<file path="src/rtl/fruit_drop_ctrl_if.sv">
// rtl/fruit_drop_ctrl_if.sv - scan, command and draw/pulse bundle for one fruit controller
interface fruit_drop_ctrl_if;
   logic        startOfFrame;
   logic [10:0] pixelX;
   logic [10:0] pixelY;
   logic        dropCmd;
   logic        playerHit;
   logic        enemyHit;
   logic [7:0]  fruit_type;
   logic        drawRequest;
   logic [10:0] topLeftX;
   logic [10:0] topLeftY;
   logic        scorePulse;
   logic        enemyKillPulse;

   modport master (
      output startOfFrame, pixelX, pixelY, dropCmd, playerHit, enemyHit,
      input  fruit_type, drawRequest, topLeftX, topLeftY, scorePulse, enemyKillPulse
   );

   modport slave (
      input  startOfFrame, pixelX, pixelY, dropCmd, playerHit, enemyHit,
      output fruit_type, drawRequest, topLeftX, topLeftY, scorePulse, enemyKillPulse
   );
endinterface

</file>
<file path="src/rtl/fruit_drop_ctrl.sv">
// rtl/fruit_drop_ctrl.sv - per-fruit hang/fall/gone/respawn controller; optional X sway via FRUIT_SWAY_EN
module fruit_drop_ctrl #(
   parameter int          FRUIT_W        = 32,
   parameter int          FRUIT_H        = 32,
   parameter logic [10:0] INIT_X         = 11'd200,
   parameter logic [10:0] INIT_Y         = 11'd64,
   parameter int          FALL_SPEED     = 4,
   parameter logic [10:0] FLOOR_Y        = 11'd447,
   parameter logic [7:0]  FRUIT_CODE     = 8'd1,
   parameter int          RESPAWN_FRAMES = 120
) (
   input  logic              clk,
   input  logic              reset,
   fruit_drop_ctrl_if.slave  bus
);

   localparam int CNT_W = (RESPAWN_FRAMES > 2) ? $clog2(RESPAWN_FRAMES) : 1;
   localparam logic [CNT_W-1:0] CNT_LAST = CNT_W'((RESPAWN_FRAMES > 0) ? RESPAWN_FRAMES - 1 : 0);
   localparam logic [10:0] Y_CLAMP = FLOOR_Y - 11'(FRUIT_H - 1);

   typedef enum logic [1:0] {ST_HANG, ST_FALL, ST_GONE} state_t;

   state_t           state_q, state_d;
   logic [10:0]      y_q, y_d;
   logic [CNT_W-1:0] cnt_q, cnt_d;
   logic             enemy_prev_q;
   logic             draw_q, draw_d;
   logic [7:0]       type_q, type_d;
   logic             score_q, score_d;
   logic             kill_q, kill_d;
   logic [10:0]      x_cur;

   logic             floor_hit;
   logic             respawn_due;
   logic             enemy_rise;
   logic             in_box;
   logic [11:0]      x_end, y_end;

   // Shared decisions: floor reach on this frame's step, respawn on this frame, enemy rising edge
   always_comb begin
      floor_hit   = ({1'b0, y_q} + 12'(FALL_SPEED + FRUIT_H - 1)) >= {1'b0, FLOOR_Y};
      respawn_due = (RESPAWN_FRAMES != 0) && (cnt_q == CNT_LAST);
      enemy_rise  = bus.enemyHit & ~enemy_prev_q;
      x_end       = {1'b0, x_cur} + 12'(FRUIT_W - 1);
      y_end       = {1'b0, y_q} + 12'(FRUIT_H - 1);
      in_box      = (bus.pixelX >= x_cur) && ({1'b0, bus.pixelX} <= x_end) &&
                    (bus.pixelY >= y_q)   && ({1'b0, bus.pixelY} <= y_end);
   end

   // State register
   always_ff @(posedge clk or posedge reset) begin
      if (reset) state_q <= ST_HANG;
      else       state_q <= state_d;
   end

   // Next-state logic; eating beats dropping in HANG, collisions are ignored outside their state
   always_comb begin
      state_d = state_q;
      case (state_q)
         ST_HANG: begin
            if (bus.playerHit)    state_d = ST_GONE;
            else if (bus.dropCmd) state_d = ST_FALL;
         end
         ST_FALL: begin
            if (bus.startOfFrame && floor_hit) state_d = ST_GONE;
         end
         ST_GONE: begin
            if (bus.startOfFrame && respawn_due) state_d = ST_HANG;
         end
         default: state_d = ST_HANG;
      endcase
   end

   // Registered outputs: draw box test against the current position, one-clock event pulses
   always_comb begin
      draw_d  = (state_q != ST_GONE) && in_box;
      type_d  = draw_d ? FRUIT_CODE : 8'd0;
      score_d = (state_q == ST_HANG) && bus.playerHit;
      kill_d  = (state_q == ST_FALL) && enemy_rise;
   end

   // Y position and respawn frame counter
   always_comb begin
      y_d   = y_q;
      cnt_d = cnt_q;
      if (bus.startOfFrame) begin
         if (state_q == ST_FALL) begin
            y_d = floor_hit ? Y_CLAMP : y_q + 11'(FALL_SPEED);
         end else if (state_q == ST_GONE) begin
            if (respawn_due) begin
               cnt_d = '0;
               y_d   = INIT_Y;
            end else begin
               cnt_d = cnt_q + 1'b1;
            end
         end
      end
   end

   // Datapath and output registers
   always_ff @(posedge clk or posedge reset) begin
      if (reset) begin
         y_q          <= INIT_Y;
         cnt_q        <= '0;
         enemy_prev_q <= 1'b0;
         draw_q       <= 1'b0;
         type_q       <= 8'd0;
         score_q      <= 1'b0;
         kill_q       <= 1'b0;
      end else begin
         y_q          <= y_d;
         cnt_q        <= cnt_d;
         enemy_prev_q <= bus.enemyHit;
         draw_q       <= draw_d;
         type_q       <= type_d;
         score_q      <= score_d;
         kill_q       <= kill_d;
      end
   end

`ifdef FRUIT_SWAY_EN
   logic [10:0] x_q, x_d;
   logic [3:0]  sway_div_q, sway_div_d;
   logic [1:0]  sway_phase_q, sway_phase_d;

   // Sway only while hanging: every 16th frame steps the phase (centre, right, centre, left)
   always_comb begin
      x_d          = x_q;
      sway_div_d   = sway_div_q;
      sway_phase_d = sway_phase_q;
      if (bus.startOfFrame) begin
         if (state_q == ST_HANG) begin
            sway_div_d = sway_div_q + 4'd1;
            if (sway_div_q == 4'd15) sway_phase_d = sway_phase_q + 2'd1;
            case (sway_phase_d)
               2'd1:    x_d = INIT_X + 11'd2;
               2'd3:    x_d = INIT_X - 11'd2;
               default: x_d = INIT_X;
            endcase
         end else if (state_q == ST_GONE && respawn_due) begin
            sway_div_d   = '0;
            sway_phase_d = '0;
            x_d          = INIT_X;
         end
      end
   end

   // Sway registers
   always_ff @(posedge clk or posedge reset) begin
      if (reset) begin
         x_q          <= INIT_X;
         sway_div_q   <= '0;
         sway_phase_q <= '0;
      end else begin
         x_q          <= x_d;
         sway_div_q   <= sway_div_d;
         sway_phase_q <= sway_phase_d;
      end
   end

   assign x_cur = x_q;
`else
   assign x_cur = INIT_X;
`endif

   assign bus.drawRequest    = draw_q;
   assign bus.fruit_type     = type_q;
   assign bus.scorePulse     = score_q;
   assign bus.enemyKillPulse = kill_q;
   assign bus.topLeftX       = x_cur;
   assign bus.topLeftY       = y_q;

endmodule

</file>
<file path="src/flat_wrapper.sv">
// flat-port wrapper written by rule: the top's interface ports become plain ports
module fruit_drop_ctrl_flat 
#(
   parameter int          FRUIT_W        = 32,
   parameter int          FRUIT_H        = 32,
   parameter logic [10:0] INIT_X         = 11'd200,
   parameter logic [10:0] INIT_Y         = 11'd64,
   parameter int          FALL_SPEED     = 4,
   parameter logic [10:0] FLOOR_Y        = 11'd447,
   parameter logic [7:0]  FRUIT_CODE     = 8'd1,
   parameter int          RESPAWN_FRAMES = 120
)
  (clk, reset, bus_startOfFrame, bus_pixelX, bus_pixelY, bus_dropCmd, bus_playerHit, bus_enemyHit, bus_fruit_type, bus_drawRequest, bus_topLeftX, bus_topLeftY, bus_scorePulse, bus_enemyKillPulse);
  fruit_drop_ctrl_if bus_i ();
  input  logic clk;
  input  logic reset;
  input wire logic [$bits(bus_i.startOfFrame)-1:0] bus_startOfFrame;
  input wire logic [$bits(bus_i.pixelX)-1:0] bus_pixelX;
  input wire logic [$bits(bus_i.pixelY)-1:0] bus_pixelY;
  input wire logic [$bits(bus_i.dropCmd)-1:0] bus_dropCmd;
  input wire logic [$bits(bus_i.playerHit)-1:0] bus_playerHit;
  input wire logic [$bits(bus_i.enemyHit)-1:0] bus_enemyHit;
  output wire logic [$bits(bus_i.fruit_type)-1:0] bus_fruit_type;
  output wire logic [$bits(bus_i.drawRequest)-1:0] bus_drawRequest;
  output wire logic [$bits(bus_i.topLeftX)-1:0] bus_topLeftX;
  output wire logic [$bits(bus_i.topLeftY)-1:0] bus_topLeftY;
  output wire logic [$bits(bus_i.scorePulse)-1:0] bus_scorePulse;
  output wire logic [$bits(bus_i.enemyKillPulse)-1:0] bus_enemyKillPulse;
  assign bus_i.startOfFrame = bus_startOfFrame;
  assign bus_i.pixelX = bus_pixelX;
  assign bus_i.pixelY = bus_pixelY;
  assign bus_i.dropCmd = bus_dropCmd;
  assign bus_i.playerHit = bus_playerHit;
  assign bus_i.enemyHit = bus_enemyHit;
  assign bus_fruit_type = bus_i.fruit_type;
  assign bus_drawRequest = bus_i.drawRequest;
  assign bus_topLeftX = bus_i.topLeftX;
  assign bus_topLeftY = bus_i.topLeftY;
  assign bus_scorePulse = bus_i.scorePulse;
  assign bus_enemyKillPulse = bus_i.enemyKillPulse;
  fruit_drop_ctrl #(.FRUIT_W(FRUIT_W), .FRUIT_H(FRUIT_H), .INIT_X(INIT_X), .INIT_Y(INIT_Y), .FALL_SPEED(FALL_SPEED), .FLOOR_Y(FLOOR_Y), .FRUIT_CODE(FRUIT_CODE), .RESPAWN_FRAMES(RESPAWN_FRAMES)) u_core (.clk(clk), .reset(reset), .bus(bus_i));
endmodule
</file>
<file path="config.mk">
export PLATFORM = sky130hd
export DESIGN_NAME = fruit_drop_ctrl_flat
export DESIGN_NICKNAME = d
export VERILOG_FILES = /design/src/rtl/fruit_drop_ctrl_if.sv /design/src/rtl/fruit_drop_ctrl.sv /design/src/flat_wrapper.sv
export SDC_FILE = /design/constraint.sdc
export NUM_CORES = 1
export LEC_CHECK = 0
export ABC_AREA = 1
export CAP_MARGIN = 10
export CORE_ASPECT_RATIO = 1.75
export CORE_MARGIN = 5
export CORE_UTILIZATION = 50
export CTS_CLUSTER_SIZE = 12
export DETAILED_ROUTE_END_ITERATION = 16
export GPL_TIMING_DRIVEN = 0
export PLACE_DENSITY = 0.86
export SLEW_MARGIN = 20
export SYNTH_ARGS = -nofsm -noshare
export SYNTH_HDL_FRONTEND = slang
export SYNTH_SLANG_ARGS = --single-unit
</file>
<file path="constraint.sdc">
create_clock -name clk -period 3.2 [get_ports clk]
set_input_delay 0.64 -clock clk [delete_from_list [all_inputs] [get_ports clk]]
set_output_delay 0.64 -clock clk [all_outputs]
set_load 0.01 [all_outputs]
</file>
==> results.sh <==
export IMPL_drc=0
export IMPL_dp_hpwl_um=3765
export IMPL_synth_seq_area_share=0.2899
export IMPL_synth_top_area_cell="dfrtp_1"
export IMPL_dieWidth_um=56.64
export IMPL_period_needed_ps=2548
export IMPL_htreeDepth=1
export IMPL_grt_max_degree=23
export IMPL_power_density_mw_per_mm2=729.5
export IMPL_clkTransAtPathRegs_ps=80
export IMPL_finalSetupTns_ps=0
export IMPL_drt_iter0_drc=28
export IMPL_grt_antenna_before_repair=0
export IMPL_cp_required_ps=3410
export IMPL_start_kind="flop"
export IMPL_grt_overflow_total=0
export IMPL_cts_tree="built"
export IMPL_reg2reg_setup_slack_ps=650
export IMPL_grt_pass1_wl_um=7362
export IMPL_cts_resized=0
export IMPL_finClkSkew_ps=5.787
export IMPL_period_share=0.7962
export IMPL_fillerInstances=320
export IMPL_root_buffer="clkbuf_8"
export IMPL_clock_latency_ps=270
export IMPL_r2r_start="u_core.bus.topLeftY[2]$_DFFE_PP0P_"
export IMPL_cts_buffers=3
export IMPL_maxCapViolCount=0
export IMPL_synthArstFlopShare=1.000
export IMPL_via_per_inst=4.836
export IMPL_hp_start="u_core.enemy_prev_q$_DFF_PP0_"
export IMPL_dieArea_mm2=0.005189
export IMPL_worstPathMaxFanout=6
export IMPL_hold_buffers=0
export IMPL_yosysMostFrequentCell="nand2_1"
export IMPL_synth_top_family_by_area="simple AND/OR/NAND/NOR gates"
export IMPL_final_setup_viol_count=0
export IMPL_worst_pin_slew_ps=854.7
export IMPL_syn_to_final_growth_pct=29.78
export IMPL_hold_viol=0
export IMPL_port_buffers=37
export IMPL_synth_compound_area_frac=0.1032
export IMPL_synth_simple_area_share=0.2262
export IMPL_drt_pass1_iter_count=4
export IMPL_ys_ff_latch=22
export IMPL_wirelength_um=4377
export IMPL_synthTopCellsByCount="nand2_1, inv_1, ha_1"
export IMPL_status="complete, no violations"
export IMPL_start_util=0.5193
export IMPL_peakVddDrop_mv=0.4883
export IMPL_rows=29
export IMPL_synthesis_area_mm2=0.001903
export IMPL_ys_types=32
export IMPL_synth_warnings=0
export IMPL_place_area_mm2=0.002399
export IMPL_cp_arrival_ps=2750
export IMPL_min_path_type="reg -> reg"
export IMPL_die_y_um=91.62
export IMPL_dpl_cell_count=350
export IMPL_stdcell_count=354
export IMPL_rsz0062_at_grt="no"
export IMPL_synth_adder_area_share=0.1709
export IMPL_max_slew_margin_rel=0.4296
export IMPL_reg2reg_to="u_core.bus.fruit_type[0]$_DFF_PP0_"
export IMPL_place_gp_congestion=0.8242
export IMPL_postRouteAntennaNets=0
export IMPL_cp_end_kind="flop"
export IMPL_cts_sinks=22
export IMPL_grt_usage=0.1771
export IMPL_wl_per_cell_um=12.36
export IMPL_pin_count=61
export IMPL_synth_edff_count=0
export IMPL_synthCells=249
export IMPL_synth_xor_area_frac=0.04602
export IMPL_final_util=0.6740
export IMPL_core_mm2=0.003665
export IMPL_hold_depth=1
export IMPL_grt_pass1_vias=1806
export IMPL_path_class="reg -> reg"
export IMPL_synth_area_per_cell_um2=7.643
export IMPL_fmax_mhz=392.5
export IMPL_hold_end="u_core.bus.enemyKillPulse$_DFF_PP0_"
export IMPL_rr_worst_depth=12
export IMPL_total_leakage_power_nw=1.252
export IMPL_postCtsSetupBuffers=0
export IMPL_fin_area_mm2=0.002470
export IMPL_synth_area_leaders="dfrtp_1, ha_1, nand2_1, buf_4, inv_1"
export IMPL_fin_nets=363
export IMPL_synth_mux_area_frac=0
export IMPL_synth_flop_cell="dfrtp_1"
export IMPL_dr_total_vias=1712
export IMPL_yosysTopAreaCellShare=0.2761
export IMPL_cts_buffer_depth=2
export IMPL_layout_drive_gt1_share=0.1299
export IMPL_drv_slew=0
export IMPL_antenna_cells=0
-- metal layers --
metal  global-route usage  wire length [um]  up-vias
met2               0.3649              2615       45
met1               0.1642              1464      778
met5                    0                 0        -
li1                     -                 -      880
met4              0.08119               110        0
met3              0.01685               187        9
-- through the flow --
stage                     total power, W  hold WS, ps  setup slack [ps]
after detailed placement        0.001543        414.6             622.1
after global routing            0.001990        443.0             406.1
final                           0.001802        422.0             652.2
after global placement          0.001493        383.6             612.4
after CTS                       0.001816        426.4             608.4
after floorplan                 0.001187        376.6             981.6
-- area by class of cell --
| type | instances | area (um2) | share of cell area |
|---|---|---|---|
| Multi-Input combinational cell | 187 | 1115 | 0.4514 |
| Clock inverter | 1 | 30.03 | 0.01216 |
| Buffer | 24 | 176.4 | 0.07143 |
| Sequential cell | 22 | 551.8 | 0.2234 |
| Clock buffer | 3 | 41.29 | 0.01672 |
| Inverter | 34 | 127.6 | 0.05167 |
| Timing Repair Buffer | 37 | 370.4 | 0.1499 |
| Tap cell | 46 | 57.56 | 0.02330 |
-- registers in the layout (all words and copies together), names as in the netlist --
name / flops
u_core.bus.scorePulse: 1
u_core.state_q: 2
u_core.cnt_q: 7
u_core.bus.fruit_type: 1
u_core.bus.topLeftY: 9
u_core.bus.enemyKillPulse: 1
u_core.enemy_prev_q: 1
-- worst max-delay path, cell delays in order, from the launching register on --
cell and delay [ps]:
dfrtp_1 430, inv_1 150, ha_1 250, a21oi_1 230
inv_1 60, nor2_1 180, nand3_1 120, xor2_1 160
ha_1 320, nand3_1 80, nor4_1 260, nor2_1 100
a21oi_1 150
-- placed cells by master, fill, tap and decap left out --
cell	n
a21oi_2	1
xor2_1	7
buf_6	1
nor2_1	22
dfrtp_1	21
nor2_4	1
buf_4	21
a21oi_1	13
nand2_1	43
inv_1	31
nor3b_1	1
bufinv_16	1
nand3_2	1
o21ai_1	2
nand4_1	2
nor4_1	1
a21oi_4	1
o22ai_1	1
o21ai_0	15
nor3_2	1
xnor2_1	3
nor3_1	2
o211ai_1	1
nand3b_1	1
nand3_1	16
inv_2	3
conb_1	20
nand2_2	4
o21a_1	1
ha_1	26
dfstp_2	1
clkdlybuf4s50_1	37
clkbuf_1	2
clkbuf_8	3
nor2_2	1
-- how the worst max path moves through the flow --
stage | slack (ps) | from | cells past startpoint | endpoint
CTS | 610 | u_core.bus.topLeftY[2]$_DFFE_PP0P_ | 12 | u_core.bus.fruit_type[0]$_DFF_PP0_
global placement | 610 | u_core.bus.topLeftY[2]$_DFFE_PP0P_ | 12 | u_core.bus.fruit_type[0]$_DFF_PP0_
detailed placement | 620 | u_core.bus.topLeftY[2]$_DFFE_PP0P_ | 12 | u_core.bus.fruit_type[0]$_DFF_PP0_
floorplan | 980 | u_core.bus.topLeftY[2]$_DFFE_PP0P_ | 14 | u_core.bus.fruit_type[0]$_DFF_PP0_
global route | 410 | u_core.bus.topLeftY[2]$_DFFE_PP0P_ | 14 | u_core.bus.fruit_type[0]$_DFF_PP0_
finish | 650 | u_core.bus.topLeftY[2]$_DFFE_PP0P_ | 12 | u_core.bus.fruit_type[0]$_DFF_PP0_
-- kinds of logic after synthesis --
family / after synthesis
simple gates: 96
fa+ha+maj: 26
flops: 22
buf+inv: 58
compound gates: 35
other cells: 2
xor+xnor: 10
-- where the power goes --
part           internal, W  switching, W  total, W
registers         0.000379     0.0000988  0.000478
clock network     0.000167     0.0000961  0.000264
logic             0.000455      0.000605   0.00106
(Power assumes the default switching activity.)
